**config.mk**
```make
export PLATFORM = sky130hd
export DESIGN_NAME = seq_detector_param
export DESIGN_NICKNAME = d
export VERILOG_FILES = /design/src/rtl/seq_detector_param.sv
export SDC_FILE = /design/constraint.sdc
export NUM_CORES = 1
export LEC_CHECK = 0
export ABC_AREA = 1
export CAP_MARGIN = 10
export CORE_MARGIN = 3
export CORE_UTILIZATION = 60
export DETAILED_ROUTE_END_ITERATION = 16
export DONT_BUFFER_PORTS = 1
export PLACE_DENSITY = 0.76
export SLEW_MARGIN = 20
export SYNTH_ARGS = -nofsm -noshare
export SYNTH_HDL_FRONTEND = slang
export SYNTH_SLANG_ARGS = --single-unit
```
**constraint.sdc**
```tcl
create_clock -name clk -period 3.25 [get_ports clk]
set_clock_uncertainty 0.05 [all_clocks]
set_input_delay 0.1625 -clock clk [delete_from_list [all_inputs] [get_ports clk]]
set_output_delay 0.1625 -clock clk [all_outputs]
set_load 0.05 [all_outputs]
```
**src/rtl/seq_detector_param.sv**
```systemverilog
// seq_detector_param
//   Moore serial pattern detector. Each qualified clock (en=1) shifts w into a
//   PAT_W-bit history. Once the history is full, it is compared against two
//   runtime-programmable patterns. Both patterns share one don't-care mask.
//   The block raises a registered match flag, per-pattern hit bits and a
//   saturating match counter.
//
// Parameters
//   PAT_W      pattern length in bits (2..16)
//   CNT_W      match counter width
//
// Ports
//   clk        system clock, rising edge
//   reset      asynchronous reset, active low
//   en         sample qualifier
//   w          serial data bit
//   clr        synchronous clear of history, state, z, hit and count
//   overlap    1 = overlapping detection, 0 = restart history after a match
//   pat_a      pattern A (bit PAT_W-1 = oldest sample, bit 0 = newest)
//   pat_b      pattern B (same ordering as pat_a)
//   mask       per-position compare enable, shared by A and B (0 = don't care)
//   z          Moore match flag
//   hit        {B,A} match bits for the current state
//   match_cnt  number of accepted matches, saturating
module seq_detector_param #(
    parameter int PAT_W = 3,
    parameter int CNT_W = 8
) (
    input  logic             clk,
    input  logic             reset,
    input  logic             en,
    input  logic             w,
    input  logic             clr,
    input  logic             overlap,
    input  logic [PAT_W-1:0] pat_a,
    input  logic [PAT_W-1:0] pat_b,
    input  logic [PAT_W-1:0] mask,
    output logic             z,
    output logic [1:0]       hit,
    output logic [CNT_W-1:0] match_cnt
);

    localparam int FW = $clog2(PAT_W + 1);
    localparam logic [FW-1:0] FULL = FW'(PAT_W);

    typedef enum logic [1:0] {
        EMPTY   = 2'd0,
        FILLING = 2'd1,
        ARMED   = 2'd2,
        MATCH   = 2'd3
    } state_e;

    state_e           state_q, state_d;
    logic [PAT_W-1:0] hist_q, hist_d;
    logic [FW-1:0]    fill_q, fill_d;
    logic [1:0]       hit_q, hit_d;
    logic [CNT_W-1:0] cnt_q, cnt_d;

    // Candidate history/fill for an accepted sample, before the compare.
    logic [PAT_W-1:0] hist_nx;
    logic [FW-1:0]    fill_nx;
    logic             full_nx;
    logic [1:0]       cmp_nx;

    always_comb begin
        // In non-overlapping mode, the sample after a match starts a new window.
        if (state_q == MATCH && !overlap) begin
            hist_nx = {{(PAT_W-1){1'b0}}, w};
            fill_nx = FW'(1);
        end else begin
            hist_nx = {hist_q[PAT_W-2:0], w};
            fill_nx = (fill_q == FULL) ? FULL : fill_q + FW'(1);
        end
        full_nx   = (fill_nx == FULL);
        cmp_nx[0] = full_nx && (((hist_nx ^ pat_a) & mask) == '0);
        cmp_nx[1] = full_nx && (((hist_nx ^ pat_b) & mask) == '0);
    end

    always_comb begin
        state_d = state_q;
        hist_d  = hist_q;
        fill_d  = fill_q;
        hit_d   = hit_q;
        cnt_d   = cnt_q;

        if (clr) begin
            state_d = EMPTY;
            hist_d  = '0;
            fill_d  = '0;
            hit_d   = '0;
            cnt_d   = '0;
        end else begin
            case (state_q)
                EMPTY, FILLING, ARMED, MATCH: begin
                    if (en) begin
                        hist_d = hist_nx;
                        fill_d = fill_nx;
                        hit_d  = cmp_nx;
                        if (!full_nx)
                            state_d = FILLING;
                        else if (|cmp_nx)
                            state_d = MATCH;
                        else
                            state_d = ARMED;
                        // One count per accepted matching sample, even when
                        // both patterns hit.
                        if (full_nx && (|cmp_nx) && (cnt_q != '1))
                            cnt_d = cnt_q + CNT_W'(1);
                    end
                end
                default: begin
                    // An unknown encoding recovers to a clean, empty window.
                    state_d = EMPTY;
                    hist_d  = '0;
                    fill_d  = '0;
                    hit_d   = '0;
                end
            endcase
        end
    end

    always_ff @(posedge clk or negedge reset) begin
        if (!reset) begin
            state_q <= EMPTY;
            hist_q  <= '0;
            fill_q  <= '0;
            hit_q   <= '0;
            cnt_q   <= '0;
        end else begin
            state_q <= state_d;
            hist_q  <= hist_d;
            fill_q  <= fill_d;
            hit_q   <= hit_d;
            cnt_q   <= cnt_d;
        end
    end

    assign z         = (state_q == MATCH);
    assign hit       = hit_q;
    assign match_cnt = cnt_q;

endmodule

```
# [After elaboration in Yosys (flattened, before gate mapping)]
# Cells that the tools add are included.
[word_totals] ff_bits=16 inputBits=15 output_inout_bits=11 word_cells=52
[op_classes] add_sub_neg=2 eq_ne=8 muxes=21 n_bitwise=4 n_reduce_logical=12
[op_table] op="8-bit 2-to-1 mux" count=4
[op_table] op="2-bit 2-to-1 mux" count=15
[op_table] op="8-bit by 1-bit adder with 8-bit output (second input constant)" count=1
[op_table] op="2-bit == test (second input constant)" count=4
[op_table] op="8-bit != test (second input constant)" count=1
[op_table] op="3-bit AND" count=2
[op_table] op="3-bit logical NOT" count=2
[op_table] op="3-bit != test (second input constant)" count=2
[op_table] op="3-bit XOR" count=2
[op_table] op="1-bit logical AND" count=5
[op_table] op="4-bit OR reduction" count=1
[op_table] op="3-bit 2-to-1 mux" count=1
[op_table] op="2-bit by 1-bit adder with 2-bit output (second input constant)" count=1
[op_table] op="2-bit by 1-bit == test with 1-bit output (second input constant)" count=1
[op_table] op="2-bit logical NOT" count=1
[op_table] op="2-bit AND reduction" count=1
[op_table] op="2-bit OR reduction" count=1
[op_table] op="1-bit logical NOT" count=1
[op_table] op="1-bit 2-to-1 mux" count=1

# [Logic depth before layout (Yosys ltp)]
# Gate-level depths: netlist of run 1.
[depth] depth_word=14 ltp_mapped=10 ltp_nobuf=10

# [Worst setup path after synthesis of run 1]
# Ideal clock, no wire load.
[synth_timing] path_type="register to register" from="reg state_q[0]" to="reg cnt_q[7] (netlist: match_cnt[7])" setup_time_ps=121 t_arrival_ps=1699 required_ps=3079 setup_slack_ps=1380 path_stages_with_launch=11 path_buffers=0 period_less_slack_ps=1870 cell_sequence="dfrtp_1 > ha_1 > nand2_2 > nand2_1 > nand2_1 > nand3_1 > nand3_1 > nand2_4 > nand2_4 > nand3_1 > nand2_1"
[synth_via] elab_chain_cells=12 word_cells_on_any_way=23 classes_between="eq/ne (6); mux (2); bitwise (4); reduce/logical (11)"
[synth_lines] element="start: declaration" line_no="53" text="state_e state_q, state_d;"
[synth_lines] element="start signal: assignment" line_no="130" text="state_q <= state_d;"
[synth_lines] element="2-bit == test (*)"
[synth_lines] element="via z" line_no="38" text="output logic z,"
[synth_lines] element="1-bit logical AND" line_no="67" text="if (state_q == MATCH && !overlap) begin"
[synth_lines] element="3-bit 2-to-1 mux" line_no="67"
[synth_lines] element="3-bit XOR, on equally long branches" line_no="75, 76"
[synth_lines] element="3-bit AND, on equally long branches" line_no="75, 76"
[synth_lines] element="3-bit logical NOT, on equally long branches" line_no="75, 76"
[synth_lines] element="1-bit logical AND, on equally long branches" line_no="75, 76"
[synth_lines] element="2-bit OR reduction" line_no="107" text="if (full_nx && (|cmp_nx) && (cnt_q != '1))"
[synth_lines] element="1-bit logical AND (2 in a row)" line_no="107"
[synth_lines] element="3-bit != test (no source line)"
[synth_lines] element="2-bit AND reduction (no source line) (*)"
[synth_lines] element="end signal: assignment" line_no="134" text="cnt_q <= cnt_d;"
[synth_lines] element="end: declaration" line_no="57" text="logic [CNT_W-1:0] cnt_q, cnt_d;"
# The timed path passes the listed nets; every way through them passes the cells marked *.
# A chain may end at the register's enable or synchronous reset.

# [Worst setup path after layout of run 1]
[layout_timing] from="reg state_q[1]" to="reg cnt_q[2] (netlist: match_cnt[2])"
# Same word-level chain as after synthesis.

==> results.py, run 1 <==
metrics = {
    "setup_path": {
        "reg2reg_from": "state_q[1]",
        "critical_path_peak_fanout": 9,
        "critical_path.n_buffers_inverters": 0,
        "crit_slowest_cell": "sky130_fd_sc_hd__ha_1",
        "timing_worst_setup_path_type": "reg2reg",
        "worstPathArrival_ns": 2.24,
        "worstPathRequired_ns": 3.38,
        "cp_top_family": "simple AND/OR/NAND/NOR gates",
        "critical_path.endpoint_type": "register",
        "startpoint_type": "register",
        "worst_r2r_endpoint": "match_cnt[2]",
        "worst-r2r-setup-slack_ns": 1.14,
        "start_point_of_the_critical_path": "state_q[1]",
        "crit_chain": "ha_1 -> nand2_2 -> nand2_1 -> nand2_1 -> nand3_1 -> nand3_1 -> nand2_4 -> nand2_4 -> nand3_1 -> nand2_1",
        "slowest_delay_ns": 0.53,
        "ff2ff_path_depth": 10,
    },
    "clocking": {
        "clock_sinks": 16,
        "cts-htree-levels": 1,
        "clkSlewWorstSetupHoldPaths_ns": 0.10,
        "cts_tree": "done",
        "cts_repair_resize_count": 0,
        "cts_max_path_buffers": 2,
        "clk_latency_ns": 0.29,
        "cts.root.buffer_cell": "sky130_fd_sc_hd__clkbuf_4",
        "number_of_buffers_inserted_during_clock_tree_synthesis": 3,
    },
    "synth": {
        "yosysUniqueCellTypes": 17,
        "synth.mux.area_fraction_pct": 0,
        "synthesis.area_um2": 956,
        "synthDominantCellAreaShare_pct": 41.9,
        "ys.flop_type": "sky130_fd_sc_hd__dfrtp_1",
        "syn-instance-count": 124,
        "synth_compound_gate_area_share_pct": 6.68,
        "synth_area_leaders": "sky130_fd_sc_hd__dfrtp_1 (42%), sky130_fd_sc_hd__nand3_1 (13%), sky130_fd_sc_hd__nand2_1 (13%)",
        "netlist.top_cell.by_area": "sky130_fd_sc_hd__dfrtp_1",
        "synth.avg_cell_area_um2": 7.71,
        "synth_nets": 141,
        "ys_seq_area_share_pct": 41.9,
        "xor_xnor_share_of_the_synthesized_area_pct": 3.66,
        "combinational_family_with_the_most_area_after_synthesis": "simple AND/OR/NAND/NOR gates",
        "ys_async_sr_fraction_pct": 100,
        "synthAdderAreaFrac_pct": 2.62,
        "ys_top_cells_by_count": "sky130_fd_sc_hd__nand2_1 (32), sky130_fd_sc_hd__nand3_1 (24), sky130_fd_sc_hd__dfrtp_1 (16)",
        "yosysWarnings": 0,
        "number_of_synthesized_register_bits": 16,
        "synth_most_common_cell": "sky130_fd_sc_hd__nand2_1",
        "synth_simple_gate_area_share_pct": 39.1,
        "synth_enable_flop_cells": 0,
    },
    "global_route": {
        "grt_overflow": 0,
        "grt_first_pass_wirelength_mm": 3.15,
        "grt_pass1_vias": 724,
        "grt_antenna_before_repair": 0,
        "grt_start_max_net_pins": 17,
        "track_usage_pct": 21.0,
    },
    "power_and_ir_drop": {
        "p_int_uw": 296,
        "power.share.clock_pct": 31.4,
        "power_switching_share_pct": 28.9,
        "power.combinational.fraction_pct": 14.6,
        "total_power_uw": 417,
        "power-per-cell-area_nw_per_um2": 406,
        "switching_power_summed_over_all_nets_uw": 120,
        "pwr-share-seq_pct": 54.0,
        "static-leakage-power_uw": 0.000556,
        "max-vdd-ir-drop_uv": 325,
    },
    "sta": {
        "grt_setup_unrepaired": "no",
        "finalWorstPathRequiredPeriod_ns": 2.11,
        "final-max-slew-violation-count": 0,
        "timing.slew.headroom_pct": 53.9,
        "min_period_over_period_pct": 64.9,
        "finalSetupViolations": 0,
        "report.final.hold_viol_count": 0,
        "tightestPinTransition_ns": 0.690,
        "sum_of_negative_setup_slack_ns": 0,
        "f_max_ghz": 0.474,
    },
    "drt": {
        "antenna_violating_nets_post_route": 0,
        "avgRoutedWirePerCell_um": 14.2,
        "tritonroute_pass_1_iters": 4,
        "vias_per_cell": 5.94,
        "drt_wl_total_mm": 2.05,
        "drt_drc_violations_left": 0,
        "drtIter0Drc": 29,
        "routed-via-count": 856,
    },
    "die": {
        "design.die.area_um2": 2110,
        "core-area_um2": 1400,
        "num_rows": 13,
        "floorplan.die.width_um": 45.9,
        "io-pin-count": 26,
        "initial_utilization_pct": 68.3,
        "die_y_um": 45.9,
    },
    "final_layout": {
        "area_delta_synth_final_pct": 7.33,
        "final.fill_count": 112,
        "post-route-cell-area_um2": 1030,
        "multi_input_area_um2": 498,
        "n_antenna_cell": 0,
        "drive_above_1_share_pct": 7.75,
        "sequential_cell_area_um2": 400,
        "finalNetCount": 147,
        "finish.utilization_pct": 73.3,
    },
    "min_path": {
        "hold_start": "clr",
        "path_category_of_the_worst_min_delay_check": "in2reg",
        "timing.hold.worst_path_depth": 3,
        "hold_end": "state_q[0]",
    },
    "outcome": {
        "outcome": "finished, final reports clean",
    },
    "placement": {
        "globalplace.congestion": 0.828,
        "detailed_place.area_um2": 970,
        "hpwl_mm": 1.55,
        "port_buffers": 0,
    },
    "flow_run": {
        "maxCapViolations": 0,
    },
}
-- tightest hold or removal path, stage by stage --
cell	delay, ns
sky130_fd_sc_hd__nor2_1	0.07
sky130_fd_sc_hd__nand2_1	0.09
sky130_fd_sc_hd__nand2_1	0.05
-- power by group through the flow --
stage	Sequential, uW	Combinational [uW]	Clock (uW)
2_1_floorplan	227	46.6	0
3_3_place_gp	228	53.6	0
3_5_place_dp	229	54.7	0
4_1_cts	225	60.7	135
5_1_grt	226	68.5	144
6_report	225	60.7	131
-- what timing repair did --
item | 4_1_cts | 5_1_grt
hold buffers | 2 | 0
setup buffers | 0 | 0
hold endpoints to repair | 17 | 0
-- placed cells by master, fill, tap and decap left out, drive strengths merged, types with 2 or more instances in the layout --
master,instances
dfrtp,16
a22o,2
xor2,4
nand2,35
nand4,9
inv,14
nor2,8
ha,2
clkbuf,4
a21oi,2
nand3,24
dlygate4sd3,2
o21ai,5
-- per-layer routing --
layer  wire (um)  vias to the layer above  track usage, %
met1         914                      394            28.3
met5           0                        -               0
li1            -                      427               -
met3         166                        4            6.32
met4          26                        0            8.52
met2         943                       31            31.0
-- final cells by class --
type,instances,share of cell area (%)
Clock buffer,4,3.54
Inverter,14,5.12
Multi-Input combinational cell,93,48.5
Sequential cell,16,39.0
Tap cell,15,1.83
Timing Repair Buffer,2,1.95
-- flip-flops by register name (all words and copies together), names as in the netlist --
register / count
match_cnt: 8
hit: 2
hist_q: 2
state_q: 2
fill_q: 2
-- cells by family after synthesis --
group	count (synthesis)
and+or+nand+nor	78
DFF	16
buffers and inverters	15
AOI/OAI and AO/OA	9
xor gates and xnor gates	4
adders and majority gates	2
-- stage by stage --
| step | worst slack [ns] | std cells | hold slack (ns) |
|---|---|---|---|
| 2_1_floorplan | 1.38 | 124 | -0.183 |
| 3_3_place_gp | 1.22 | 138 | -0.183 |
| 3_5_place_dp | 1.16 | 138 | -0.183 |
| 4_1_cts | 1.14 | 144 | 0.0606 |
| 5_1_grt | 0.987 | 144 | 0.0660 |
| 6_report | 1.14 | 144 | 0.0654 |
-- worst max path at each step --
stage,to,slack [ns],depth (start not counted)
3_5_place_dp,match_cnt[7],1.16,10
4_1_cts,match_cnt[2],1.14,10
6_report,match_cnt[2],1.14,10
2_1_floorplan,match_cnt[7],1.38,10
5_1_grt,match_cnt[7],0.99,10
3_3_place_gp,match_cnt[0],1.22,10
Power figures use the tool's default switching activity.
==> run 2: changes to the inputs <==
--- a/config.mk
+++ b/config.mk
@@ -5,7 +5,7 @@
 export SDC_FILE = /design/constraint.sdc
 export NUM_CORES = 1
 export LEC_CHECK = 0
-export ABC_AREA = 1
+export ABC_AREA = 0
 export CAP_MARGIN = 10
 export CORE_MARGIN = 3
 export CORE_UTILIZATION = 60
==> constraint.sdc (replaced) <==
create_clock -name clk -period 2.14 [get_ports clk]
set_clock_uncertainty 0.05 [all_clocks]
set_input_delay 0.107 -clock clk [delete_from_list [all_inputs] [get_ports clk]]
set_output_delay 0.107 -clock clk [all_outputs]
set_load 0.05 [all_outputs]
==> run 2 against run 1 <==
- the run now ends with negative hold slack left
- maximum frequency shrank 0.56%
- critical endpoint is now match_cnt[5]
- critical path type unchanged
- worst setup slack lost 1.1 ns
- largest cell class unchanged
- first-iteration DRC count shrank 17%
- combinational power grew 81%
- highest routed layer unchanged
==> results.py, run 2 <==
metrics = {
    "clocking": {
        "cts-htree-levels": 1,
        "cts_max_path_buffers": 2,
        "cts_tree": "done",
        "clock_sinks": 16,
        "clkSlewWorstSetupHoldPaths_ns": 0.10,
        "cts.root.buffer_cell": "sky130_fd_sc_hd__clkbuf_4",
        "number_of_buffers_inserted_during_clock_tree_synthesis": 3,
        "clk_latency_ns": 0.30,
    },
    "die": {
        "core-area_um2": 1580,
        "die_y_um": 48,
        "num_rows": 14,
        "initial_utilization_pct": 67.1,
        "floorplan.die.width_um": 48,
        "io-pin-count": 26,
        "design.die.area_um2": 2300,
    },
    "synth": {
        "combinational_family_with_the_most_area_after_synthesis": "compound AO/OA/AOI/OAI gates",
        "ys_async_sr_fraction_pct": 100,
        "synth_most_common_cell": "sky130_fd_sc_hd__dfrtp_1",
        "ys_seq_area_share_pct": 37.8,
        "ys_top_cells_by_count": "sky130_fd_sc_hd__dfrtp_1 (16), sky130_fd_sc_hd__nor2_1 (11), sky130_fd_sc_hd__nor2b_1 (8)",
        "xor_xnor_share_of_the_synthesized_area_pct": 3.31,
        "synth_nets": 117,
        "synthesis.area_um2": 1060,
        "synth.mux.area_fraction_pct": 8.63,
        "number_of_synthesized_register_bits": 16,
        "synth_compound_gate_area_share_pct": 23.0,
        "yosysWarnings": 0,
        "synthAdderAreaFrac_pct": 2.36,
        "synth.avg_cell_area_um2": 10.6,
        "netlist.top_cell.by_area": "sky130_fd_sc_hd__dfrtp_1",
        "ys.flop_type": "sky130_fd_sc_hd__dfrtp_1",
        "yosysUniqueCellTypes": 34,
        "synth_simple_gate_area_share_pct": 22.7,
        "synth_enable_flop_cells": 0,
        "syn-instance-count": 100,
        "synth_area_leaders": "sky130_fd_sc_hd__dfrtp_1 (38%), sky130_fd_sc_hd__a2111oi_4 (7.8%), sky130_fd_sc_hd__nor2b_1 (4.7%)",
        "synthDominantCellAreaShare_pct": 37.8,
    },
    "outcome": {
        "violations_in_the_final_reports": "negative hold slack",
        "outcome": "finished with violations",
    },
    "global_route": {
        "gr-usage-met2_pct": 38.3,
        "globalRouteMet1Util_pct": 28.0,
        "grtUsageMet3_pct": 5.64,
        "grt_first_pass_wirelength_mm": 3.57,
        "grt_antenna_before_repair": 0,
        "routing_layer_with_the_top_usage_in_global_route": "met2",
        "track_usage_pct": 23.1,
        "grt_pass1_vias": 830,
        "grt_overflow": 0,
        "grt_start_max_net_pins": 17,
    },
    "power_and_ir_drop": {
        "power-per-cell-area_nw_per_um2": 491,
        "power_switching_share_pct": 28.2,
        "max-vdd-ir-drop_uv": 520,
        "p_int_uw": 459,
        "total_power_uw": 640,
        "power.share.clock_pct": 32.9,
        "pwr-share-seq_pct": 49.9,
        "switching_power_summed_over_all_nets_uw": 181,
        "static-leakage-power_uw": 0.000547,
        "power.combinational.fraction_pct": 17.2,
    },
    "sta": {
        "finalWorstPathRequiredPeriod_ns": 2.12,
        "finalHoldWorstSlack_ns": -0.000805,
        "min_period_over_period_pct": 99.1,
        "finalSetupViolations": 0,
        "grt_setup_unrepaired": "yes",
        "report.final.hold_viol_count": 1,
        "final-max-slew-violation-count": 0,
        "f_max_ghz": 0.472,
        "timing.slew.headroom_pct": 50.6,
        "sum_of_negative_setup_slack_ns": 0,
        "tightestPinTransition_ns": 0.739,
    },
    "final_layout": {
        "area_delta_synth_final_pct": 23.2,
        "mostFrequentLayoutCell": "sky130_fd_sc_hd__buf_4",
        "drive_above_1_share_pct": 34.7,
        "layout.cells.most_common_list": "sky130_fd_sc_hd__buf_4 (13), sky130_fd_sc_hd__dfrtp_1 (12), sky130_fd_sc_hd__nor2_1 (11)",
        "largest_register_ffs": 8,
        "finalNetCount": 136,
        "n_antenna_cell": 0,
    },
    "setup_path": {
        "critical_path.endpoint_type": "register",
        "timing_worst_setup_path_type": "reg2reg",
        "reg2reg_from": "state_q[1]",
        "critical_path_peak_fanout": 6,
        "start_point_of_the_critical_path": "state_q[1]",
        "worstPathArrival_ns": 2.26,
        "ff2ff_path_depth": 7,
        "startpoint_type": "register",
        "worstPathRequired_ns": 2.28,
    },
    "placement": {
        "port_buffers": 0,
        "globalplace.congestion": 0.720,
        "hpwl_mm": 1.72,
    },
    "drt": {
        "routed-via-count": 851,
        "drtIter0Drc": 24,
        "drt_wl_total_mm": 2.47,
        "drt_drc_violations_left": 0,
        "avgRoutedWirePerCell_um": 18.4,
        "vias_per_cell": 6.35,
        "tritonroute_pass_1_iters": 4,
        "antenna_violating_nets_post_route": 0,
    },
    "min_path": {
        "hold_start": "clr",
        "timing.hold.worst_path_depth": 2,
        "path_category_of_the_worst_min_delay_check": "in2reg",
    },
    "flow_run": {
        "maxCapViolations": 0,
    },
}
-- run 2: cell count changes after synthesis, sizes merged, moves of 3 or more --
cell	previous run	this run
nand2	35	6
nand3	24	3
inv	14	3
nor2b	0	8
nand4	9	2
mux2	0	6
a211oi	0	4
nor3	0	4
o21ai	5	1
a2111oi	0	3
clkbuf	0	3
nor2	8	11
-- run 2: critical path, stage by stage (launching register included) --
cell,delay (ns)
sky130_fd_sc_hd__dfrtp_1,0.42
sky130_fd_sc_hd__ha_4,0.19
sky130_fd_sc_hd__nand2b_4,0.10
sky130_fd_sc_hd__and2_4,0.19
sky130_fd_sc_hd__o211ai_1,0.14
sky130_fd_sc_hd__a21o_4,0.27
sky130_fd_sc_hd__a2111oi_4,0.32
sky130_fd_sc_hd__mux2_4,0.33
-- run 2: worst paths after layout --
path | endpoint | slack (ns)
max | match_cnt[5] | 0.02
min | match_cnt[4] | -0.0008
max reg2reg | match_cnt[5] | 0.02
min reg2reg | state_q[1] | 0.55
max in group asynchronous | match_cnt[4] | 1.28
min in group asynchronous | hist_q[1] | 0.25
-- run 2: timing repair --
| item | 4_1_cts | 5_1_grt |
|---|---|---|
| pin swaps | 7 | 3 |
| hold buffers | 4 | 0 |
| cloned | 0 | 0 |
| endpoints found under the setup margin | 3 | 6 |
| gates resized for setup | 3 | 4 |
| endpoints found under the hold margin | 30 | 0 |
| setup buffers | 1 | 0 |
-- run 2: final cells by class --
cell class,instances,area [um2]
fill,101,273
timing repair buffer,17,138
tap,16,20.0
clock buffer,4,36.3
multi-input combinational,78,693
sequential,16,405
inverter,3,11.3
-- run 2: logic make-up (layout without fill, tap and decap cells) --
kind of cell / after synthesis / in the layout
AO/OA/AOI/OAI: 21 / 21
XOR/XNOR: 4 / 4
adder cells (fa/ha/maj): 2 / 2
buffers and inverters: 6 / 24
flip-flops: 16 / 16
multiplexers: 8 / 8
AND/OR/NAND/NOR: 43 / 43
-- run 2: per-stage QoR --
step,hold slack (ns),setup WS (ns),std cells,util (%),area (um2)
2_1_floorplan,-0.239,0.00385,100,-,1080
3_3_place_gp,-0.238,0.0659,125,74.5,1170
3_5_place_dp,-0.238,-0.0145,125,74.5,1170
4_1_cts,0.00199,0.00345,134,81.0,1280
5_1_grt,0.0113,-0.0428,134,82.7,1300
6_report,-0.000805,0.0199,134,82.7,1300
-- run 2: power by group through the flow --
| stage | registers, uW | clock network [uW] | logic (uW) |
|---|---|---|---|
| 2_1_floorplan | 328 | 0 | 66.9 |
| 3_3_place_gp | 325 | 0 | 74.9 |
| 3_5_place_dp | 326 | 0 | 77.9 |
| 4_1_cts | 319 | 210 | 103 |
| 5_1_grt | 321 | 221 | 118 |
| 6_report | 319 | 210 | 110 |
-- run 2: routing by layer --
metal,wire [um],part of all wire (%),vias to the layer above
li1,-,-,396
met1,1040,42,413
met2,1200,49,33
met3,169,6.9,9
met4,53,2.1,0
met5,0,0,-
==> run 3: changes to the inputs <==
--- a/config.mk
+++ b/config.mk
@@ -7,11 +7,13 @@
 export LEC_CHECK = 0
 export ABC_AREA = 0
 export CAP_MARGIN = 10
+export CELL_PAD_IN_SITES_DETAIL_PLACEMENT = 1
+export CELL_PAD_IN_SITES_GLOBAL_PLACEMENT = 2
 export CORE_MARGIN = 3
-export CORE_UTILIZATION = 60
+export CORE_UTILIZATION = 38
 export DETAILED_ROUTE_END_ITERATION = 16
 export DONT_BUFFER_PORTS = 1
-export PLACE_DENSITY = 0.76
+export PLACE_DENSITY_LB_ADDON = 0.1
 export SLEW_MARGIN = 20
 export SYNTH_ARGS = -nofsm -noshare
 export SYNTH_HDL_FRONTEND = slang
==> run 3 against run 2 <==
- cell count increased by 16%
- routed wire length rose by 22%
- critical path type unchanged
- first-iteration DRC count is 42% lower
- highest routed layer unchanged
- die area is 50% higher
- clock power increased by 2%
- the flow finishes with violations (negative setup slack)
==> results.py, run 3 (synthesis results as in run 2) <==
metrics = {
    "setup_path": {
        "cp_top_family": "compound AO/OA/AOI/OAI gates",
        "start_point_of_the_critical_path": "state_q[1]",
        "timing_worst_setup_path_type": "reg2reg",
        "crit_chain": "ha_4 -> nand2b_4 -> and2_4 -> xor2_2 -> a21o_4 -> a2111oi_4 -> mux2_4",
        "crit_slowest_cell": "sky130_fd_sc_hd__dfrtp_1",
        "worstPathRequired_ns": 2.28,
        "critical_path.n_buffers_inverters": 0,
        "critical_path_peak_fanout": 5,
        "critical_path.endpoint_type": "register",
        "reg2reg_from": "state_q[1]",
        "worstPathArrival_ns": 2.28,
        "slowest_delay_ns": 0.42,
        "startpoint_type": "register",
    },
    "drt": {
        "drtIter0Drc": 14,
        "wl_met2_mm": 1.54,
        "tritonroute_pass_1_iters": 4,
        "routed-via-count": 899,
        "avgRoutedWirePerCell_um": 19.3,
        "vias_per_cell": 5.76,
        "drt_drc_violations_left": 0,
        "drt_wl_total_mm": 3.01,
        "antenna_violating_nets_post_route": 0,
        "wl_met3_um": 158,
        "detail_route.wirelength.met1_mm": 1.28,
        "top_layer_used": "met4",
    },
    "clocking": {
        "clk_latency_ns": 0.29,
        "clock_sinks": 16,
        "clkSlewWorstSetupHoldPaths_ns": 0.11,
        "cts_tree": "done",
        "cts-htree-levels": 1,
        "cts.root.buffer_cell": "sky130_fd_sc_hd__clkbuf_4",
        "number_of_buffers_inserted_during_clock_tree_synthesis": 3,
        "cts_max_path_buffers": 2,
    },
    "final_layout": {
        "finalNetCount": 144,
        "layout.cells.most_common_list": "sky130_fd_sc_hd__buf_4 (19), sky130_fd_sc_hd__dfrtp_1 (12), sky130_fd_sc_hd__nor2_1 (11)",
        "largest_register_ffs": 8,
        "final.fill_count": 295,
        "multi_input_area_um2": 677,
        "area_delta_synth_final_pct": 29.4,
        "mostFrequentLayoutCell": "sky130_fd_sc_hd__buf_4",
        "drive_above_1_share_pct": 36.5,
        "n_antenna_cell": 0,
        "sequential_cell_area_um2": 405,
    },
    "outcome": {
        "outcome": "finished with violations",
        "violations_in_the_final_reports": "negative setup slack",
    },
    "placement": {
        "preCtsSetupSlack_ns": -0.00520,
        "globalplace.congestion": 0.702,
        "hpwl_mm": 1.98,
        "port_buffers": 0,
    },
    "die": {
        "design.die.area_um2": 3460,
        "io-pin-count": 26,
        "num_rows": 18,
        "core-area_um2": 2570,
        "initial_utilization_pct": 41.2,
        "floorplan.die.width_um": 58.8,
        "die_y_um": 58.8,
    },
    "min_path": {
        "hold_start": "en",
        "path_category_of_the_worst_min_delay_check": "in2reg",
    },
    "sta": {
        "timing.slew.headroom_pct": 48.3,
        "finalSetupViolations": 1,
        "finalHoldWorstSlack_ns": 0.0153,
        "f_max_ghz": 0.467,
        "sum_of_negative_setup_slack_ns": -0.000501,
        "finalWorstPathRequiredPeriod_ns": 2.14,
        "min_period_over_period_pct": 100,
        "grt_setup_unrepaired": "yes",
        "tightestPinTransition_ns": 0.772,
        "report.final.hold_viol_count": 0,
        "setup_ws_ns": -0.000501,
        "final-max-slew-violation-count": 0,
    },
    "global_route": {
        "track_usage_pct": 19.5,
        "grt_start_max_net_pins": 17,
        "grt_first_pass_wirelength_mm": 5.08,
        "grt_overflow": 0,
        "grt_pass1_vias": 1028,
        "grt_antenna_before_repair": 0,
    },
    "power_and_ir_drop": {
        "power-per-cell-area_nw_per_um2": 480,
        "static-leakage-power_uw": 0.000585,
        "total_power_uw": 657,
        "max-vdd-ir-drop_uv": 426,
    },
    "flow_run": {
        "maxCapViolations": 0,
    },
}
==> run 3: routing by layer <==
layer | vias up | track usage [%]
met5 | - | 0
met4 | 0 | 4.85
met3 | 2 | 4.17
met2 | 20 | 34.7
met1 | 465 | 23.6
li1 | 412 | -
==> run 3: tightest hold or removal path, delay by kind of cell <==
family / cells / cell delay (ns)
simple gates: 3 / 0.22
==> run 3: power by group <==
group | total [uW] | internal [uW] | switching, uW
Sequential | 320 | 310 | 9.33
Clock | 214 | 103 | 111
Combinational | 123 | 54.3 | 69.1
==> run 3: area by class of cell <==
class / count / area share (%)
Inverter: 3 / 0.822
Tap cell: 30 / 2.74
Multi-Input combinational cell: 78 / 49.4
Timing Repair Buffer: 25 / 14.8
Clock buffer: 4 / 2.65
Sequential cell: 16 / 29.6
==> run 3: path summary, 6_finish.rpt <==
kind | to | slack [ns] | cells past startpoint
max | match_cnt[7] | -0.0005 | 7
min | fill_q[0] | 0.02 | 3
max reg2reg | match_cnt[7] | -0.0005 | 7
min reg2reg | hist_q[0] | 0.54 | 2
max in group asynchronous | match_cnt[0] | 1.24 | 1
min in group asynchronous | match_cnt[1] | 0.27 | 1
==> run 3: through the flow <==
stage	area [um2]	cells	util (%)
floorplan	1080	100	-
global placement	1200	140	46.7
detailed placement	1200	140	46.7
CTS	1350	155	52.6
global route	1370	156	53.4
finish	1370	156	53.4
==> run 3: what timing repair did <==
item                       in CTS  in global routing
setup endpoints to repair       3                  8
setup buffers                   5                  1
hold endpoints to repair       29                  0
resized for setup               3                  2
pin swaps                       6                  2
hold buffers                    6                  0
